==> config.mk <==
export PLATFORM = sky130hd
export DESIGN_NAME = alu_op_sequencer
export DESIGN_NICKNAME = d
export VERILOG_FILES = /design/src/rtl/alu_seq_pkg.sv /design/src/rtl/alu_golden_model.sv /design/src/rtl/alu_op_sequencer.sv
export SDC_FILE = /design/constraint.sdc
export NUM_CORES = 1
export LEC_CHECK = 0
export ABC_CLOCK_PERIOD_IN_PS = 1500
export CAP_MARGIN = 20
export CORE_ASPECT_RATIO = 0.5
export CORE_MARGIN = 3
export CORE_UTILIZATION = 39
export DETAILED_ROUTE_END_ITERATION = 10
export GPL_TIMING_DRIVEN = 0
export PLACE_DENSITY_LB_ADDON = 0.08
export SYNTH_ARGS = -nofsm -noshare
export SYNTH_HDL_FRONTEND = slang
export SYNTH_HIERARCHICAL = 1
export SYNTH_SLANG_ARGS = --single-unit
==> constraint.sdc <==
create_clock -name clk -period 1.5 [get_ports clk]
set_input_delay 0.225 -clock clk [delete_from_list [all_inputs] [get_ports clk]]
set_output_delay 0.225 -clock clk [all_outputs]
set_load 0.005 [all_outputs]
==> src/rtl/alu_seq_pkg.sv <==
// Shared types and constants for the ALU operand sequencer.
// Latency: n/a (package only).
// Backpressure: n/a (package only).
package alu_seq_pkg;

  localparam int OP_W  = 4;
  localparam int RES_W = 20;

  localparam logic OPSEL_ADDSUB = 1'b0;
  localparam logic OPSEL_SHIFT  = 1'b1;

  typedef enum logic [1:0] {
    ST_IDLE,
    ST_DRIVE,
    ST_CAPTURE,
    ST_HOLD
  } seq_state_t;

  typedef struct packed {
    logic [OP_W-1:0] op1;
    logic [OP_W-1:0] op2;
    logic            opsel;
    logic            sign;
  } alu_cmd_t;

endpackage

==> src/rtl/alu_golden_model.sv <==
// Reference result for one ALU command; only exists when SELF_CHECK_EN is defined.
// Latency: combinational.
// Backpressure: none.
`ifdef SELF_CHECK_EN
module alu_golden_model
  import alu_seq_pkg::*;
(
  input  alu_cmd_t         cmd,
  output logic [RES_W-1:0] result
);

  logic [RES_W-1:0] a_ext;
  logic [RES_W-1:0] b_ext;

  assign a_ext = RES_W'(cmd.op1);
  assign b_ext = RES_W'(cmd.op2);

  // Add/sub wrap in 20-bit two's complement; shifts zero-extend op1 first so 15<<15 fits.
  always_comb begin
    result = '0;
    if (cmd.opsel == OPSEL_ADDSUB) begin
      result = cmd.sign ? (a_ext - b_ext) : (a_ext + b_ext);
    end else begin
      result = cmd.sign ? (a_ext >> cmd.op2) : (a_ext << cmd.op2);
    end
  end

endmodule
`endif

==> src/rtl/alu_op_sequencer.sv <==
// Sequences one ALU command at a time: drive operands, settle, capture result, hand it downstream.
// Latency: cmd accept -> res_valid = SETTLE_CYC+2 cycles; one result per SETTLE_CYC+3 with res_ready held high.
// Backpressure: cmd_ready low while a command is in flight; result held in HOLD until res_ready (SELF_CHECK_EN adds golden check).
module alu_op_sequencer
  import alu_seq_pkg::*;
#(
  parameter int SETTLE_CYC = 2,
  parameter int CNT_W      = 16
) (
  input  logic             clk,
  input  logic             rst_n,
  input  logic             cmd_valid,
  output logic             cmd_ready,
  input  logic [OP_W-1:0]  cmd_op1,
  input  logic [OP_W-1:0]  cmd_op2,
  input  logic             cmd_opsel,
  input  logic             cmd_sign,
  output logic [OP_W-1:0]  alu_op1,
  output logic [OP_W-1:0]  alu_op2,
  output logic             alu_operation,
  output logic             alu_sign,
  input  logic [RES_W-1:0] alu_result,
  output logic             res_valid,
  input  logic             res_ready,
  output logic [RES_W-1:0] res_data,
  output logic             res_mismatch,
  output logic [CNT_W-1:0] op_count,
  output logic [CNT_W-1:0] err_count
);

  localparam int SC_W = 4;

  seq_state_t      state;
  seq_state_t      state_nxt;
  logic [SC_W-1:0] settle_cnt;
  alu_cmd_t        cmd_q;
  logic            accept;
  logic            deliver;
  logic            mismatch;

  assign cmd_ready = (state == ST_IDLE);
  assign res_valid = (state == ST_HOLD);
  assign accept    = cmd_valid & cmd_ready;
  assign deliver   = res_valid & res_ready;

  // Operands stay on the ALU pins after delivery until the next command replaces them.
  assign alu_op1       = cmd_q.op1;
  assign alu_op2       = cmd_q.op2;
  assign alu_operation = cmd_q.opsel;
  assign alu_sign      = cmd_q.sign;

`ifdef SELF_CHECK_EN
  logic [RES_W-1:0] golden_res;

  alu_golden_model u_golden (
    .cmd    (cmd_q),
    .result (golden_res)
  );

  assign mismatch = (alu_result != golden_res);
`else
  assign mismatch = 1'b0;
`endif

  // State register.
  always_ff @(posedge clk or negedge rst_n) begin
    if (!rst_n) begin
      state <= ST_IDLE;
    end else begin
      state <= state_nxt;
    end
  end

  // Next-state: one command in flight, settle countdown, single capture cycle, hold until taken.
  always_comb begin
    state_nxt = state;
    case (state)
      ST_IDLE:    if (cmd_valid) state_nxt = ST_DRIVE;
      ST_DRIVE:   if (settle_cnt == '0) state_nxt = ST_CAPTURE;
      ST_CAPTURE: state_nxt = ST_HOLD;
      ST_HOLD:    if (res_ready) state_nxt = ST_IDLE;
      default:    state_nxt = ST_IDLE;
    endcase
  end

  // Command latch, settle counter and result capture.
  always_ff @(posedge clk or negedge rst_n) begin
    if (!rst_n) begin
      cmd_q        <= '0;
      settle_cnt   <= '0;
      res_data     <= '0;
      res_mismatch <= 1'b0;
    end else begin
      if (accept) begin
        cmd_q      <= '{op1: cmd_op1, op2: cmd_op2, opsel: cmd_opsel, sign: cmd_sign};
        settle_cnt <= SC_W'(SETTLE_CYC - 1);
      end else if (state == ST_DRIVE && settle_cnt != '0) begin
        settle_cnt <= settle_cnt - SC_W'(1);
      end
      if (state == ST_CAPTURE) begin
        res_data     <= alu_result;
        res_mismatch <= mismatch;
      end
    end
  end

  // Delivered-result counter, saturating at all-ones.
  always_ff @(posedge clk or negedge rst_n) begin
    if (!rst_n) begin
      op_count <= '0;
    end else if (deliver && op_count != '1) begin
      op_count <= op_count + CNT_W'(1);
    end
  end

`ifdef SELF_CHECK_EN
  // Delivered-mismatch counter, saturating at all-ones.
  always_ff @(posedge clk or negedge rst_n) begin
    if (!rst_n) begin
      err_count <= '0;
    end else if (deliver && res_mismatch && err_count != '1) begin
      err_count <= err_count + CNT_W'(1);
    end
  end
`else
  assign err_count = '0;
`endif

endmodule
==> impl_results.md <==
* Most frequent cells in the layout: clkdlybuf4s50_1 (71), dfrtp_1 (42), buf_4 (39)
* Vias in the first global route at slightly below 2000
* Grt total ovfl at 0
* Failing checks: negative setup slack
* PwrDens at roughly 1700 nW/um^2
* Syn_area_per_cell at between 10 and 15 um^2
* RSZ-0062 raised after global routing: yes
* Clock Pin Slew Worst Setup and Hold Paths at ~0.07 ns
* Root Driver: clkbuf_16
* Final net count at 365
* I/O pin total at approximately 100
* Pleak at approximately 1.9 nW
* R2R Setup Slk at -0.12 ns
* Max Cap Violations at 0
* WL final at between 5000 and 6000 um
* Worst Skew at just over 0.009 ns
* Gate power share at 0.483
* CTS Buf Count at 5
* HP Class: reg2reg
* Crit end category: flop
* Number of flops mapped to enable cells by yosys at 0
* Startpoint Class: flop
* FF-to-FF path depth at 5
* Hold Vio Cnt, Final at 0
* Core box area at about 5700 um^2
* Sw Share at 0.2935
* H-tree Lvls at 2
* Port Buf Inserts at 81
* Via Count at between 1500 and 2000
* Slew @ Worst Pin at around 0.63 ns
* P&R area growth vs syn at 68.61%
* Status: finished with violations
* Antenna Nets Post-Route at 0
* FF/Latch Area at between 1000 and 1500 um^2
* GRT Overall Usage at 0.1692
* Filler cells at about 420
* WL per Instance at between 10 and 15 um
* Routability congestion estimate at approximately 0.79
* Yosys warning total at 6
* Multi-input logic area at 1207 um^2
* Slew Limit Fails at 0
* CTS sink count at between 50 and 60
* Max incr delay on CP at about 0.43 ns
* Final period util at 1.078
* Fmax at 618.7 MHz
* WHS Endpoint: op_count[15]
* Initial antenna violation count at 0
* Die height at between 60 and 70 um
* Final setup viols at 10
* CTS tree: yes
* Worst setup margin at -0.1163 ns
* Skew-Pair Late Insertion Delay at ~0.29 ns
* Post-Layout Cell Count at 409
* Global-route wire length before repair at between 9000 and 10000 um
* WP data arrival at 1.79 ns
* Mapped Cells at 190
* Critical path type: reg2reg
* Drt drc at 0
* Req. time, crit path at around 1.7 ns
* Power share of the sequential group at 0.344
* Hold depth at 1
* Largest net degree at the start of global routing at 28
* CTS Buffer Depth at 2
* Leading cell type in the layout, fill and taps excluded: clkdlybuf4s50_1
* Share of cells above drive strength 1 at 0.4000
* CP max stage cell: dfrtp_1
* Synth Flop Type: dfrtp_1
* R2r endpoint: op_count[1]
* Peak supply drop at between 0.001 and 0.0015 V
* Hold path start: op_count[15]
* Max FO, Critical Path at 5
* Via density at around 4.6
* RR Startpoint: op_count[12]
* Synth Cell Area at 2407 um^2
* Pre-antenna DRT Iters at 4
* #FFs+latches synth at 52
* Clock share of power at 0.173
* Post-synthesis sequential area ratio at 0.5405
* Aggregate negative setup slack at -0.6865 ns
* Antenna diodes at 0
* Initial core utilization at 0.4202
* Relative max-transition margin at 0.5821
* Die area at slightly above 7000 um^2
* Final min period at 1.616 ns
* Rows at 19
* Initial drt markers at between 50 and 60
* CP Cell Sequence: nand4_1, nor4_4, buf_6, nor2_4, mux2_4
* Fraction of registers with async set/reset at 1.000
* Die X at approximately 120 um
* Psw at roughly 0.0020 W
* Placed Cells at approximately 370
* DP Wirelength at 3905 um
* Internal at between 0.004 and 0.005 W
* Yosys cell types at 31
-- logic make-up (layout without fill, tap and decap cells) --
family          count (synthesis)  in the layout  synth area share
fa+ha+maj                       7              7           0.03638
mux                            33             33            0.1554
flops                          52             52            0.5405
other cells                     1             17          0.001558
xor+xnor                       17             17           0.06185
simple gates                   44             44            0.1128
compound gates                  7              7           0.01975
buf+inv                        29            148           0.07172
-- synthesized netlist by cell type (2+ instances only) --
library cell,instances,area (um^2)
and3_1,2,12.51
xnor2_1,3,26.28
a221oi_1,2,17.52
nand2_1,9,33.78
dfrtp_1,52,1301
mux2_2,31,349.1
ha_1,7,87.58
nor3_1,5,25.02
nor4_1,3,18.77
a21oi_1,2,10.01
nor4b_1,3,26.28
clkbuf_1,3,11.26
inv_1,9,33.78
buf_4,17,127.6
xor2_1,14,122.6
nor3b_1,3,22.52
nor2_1,7,26.28
nand3_1,5,25.02
-- repair_timing --
item,CTS,global route
buffers inserted,16,10
pin swaps,5,12
setup endpoints to repair,51,42
endpoints found under the hold margin,25,0
resized for setup,56,23
gates cloned,3,0
hold buffers,1,0
-- cell type report --
cell class / instances / share of cell area
Sequential cell: 52 / 0.3237
Multi-Input combinational cell: 125 / 0.2975
Timing Repair Buffer: 111 / 0.2657
Buffer: 20 / 0.04192
Clock buffer: 7 / 0.03514
Tap cell: 84 / 0.02589
Inverter: 9 / 0.008323
Clock inverter: 1 / 0.001850
-- worst max path at each step --
stage / start / end / slack, ns / cells past startpoint
2_1_floorplan: op_count[9] / op_count[1] / -0.10 / 4
3_3_place_gp: rst_n / alu_sign / -1.40 / 1
3_5_place_dp: res_ready / op_count[15] / -0.36 / 5
4_1_cts: state[1] / state[1] / -0.08 / 5
5_1_grt: op_count[12] / op_count[1] / -0.16 / 5
6_report: op_count[12] / op_count[1] / -0.12 / 5
-- per-stage QoR --
step / hold slack [ns] / instance area (um^2) / total power [W] / utilization / setup slack (ns)
2_1_floorplan: -0.07059 / 2475 / 0.003513 / - / -0.1002
3_3_place_gp: 0.4877 / 3391 / 0.004816 / 0.5918 / -1.399
3_5_place_dp: 0.2780 / 3406 / 0.004919 / 0.5945 / -0.3600
4_1_cts: 0.5039 / 3928 / 0.006558 / 0.6855 / -0.08390
5_1_grt: 0.5276 / 4059 / 0.007191 / 0.7085 / -0.1631
6_report: 0.5026 / 4059 / 0.006747 / 0.7085 / -0.1163
-- routing by layer --
metal  vias up  global-route usage  wire length, um
li1        891                   -                -
met5         -                   0                0
met1       939              0.1961             2516
met3         5             0.06673              417
met4         0             0.04575               62
met2        60              0.2999             2966
-- critical path, delay by kind of cell (launching register included) --
kind | cells | cell delay [ns]
simple gates | 3 | 0.59
flops | 1 | 0.43
mux | 1 | 0.29
buf+inv | 1 | 0.18
-- power groups by stage --
stage	combinational (W)	sequential, W	clock [W]
after detailed placement	0.00259	0.00233	0
after floorplan	0.00119	0.00232	0
after global placement	0.00252	0.00229	0
after CTS	0.00303	0.00233	0.00120
final	0.00326	0.00232	0.00116
after global routing	0.00355	0.00239	0.00125
-- registers in the layout, summed over array words and instances (netlist names) --
signal         flops
state              2
res_data          20
op_count          16
alu_sign           1
alu_op2            4
alu_op1            4
alu_operation      1
settle_cnt         4
No activity file was read; power rests on OpenSTA's default activity.
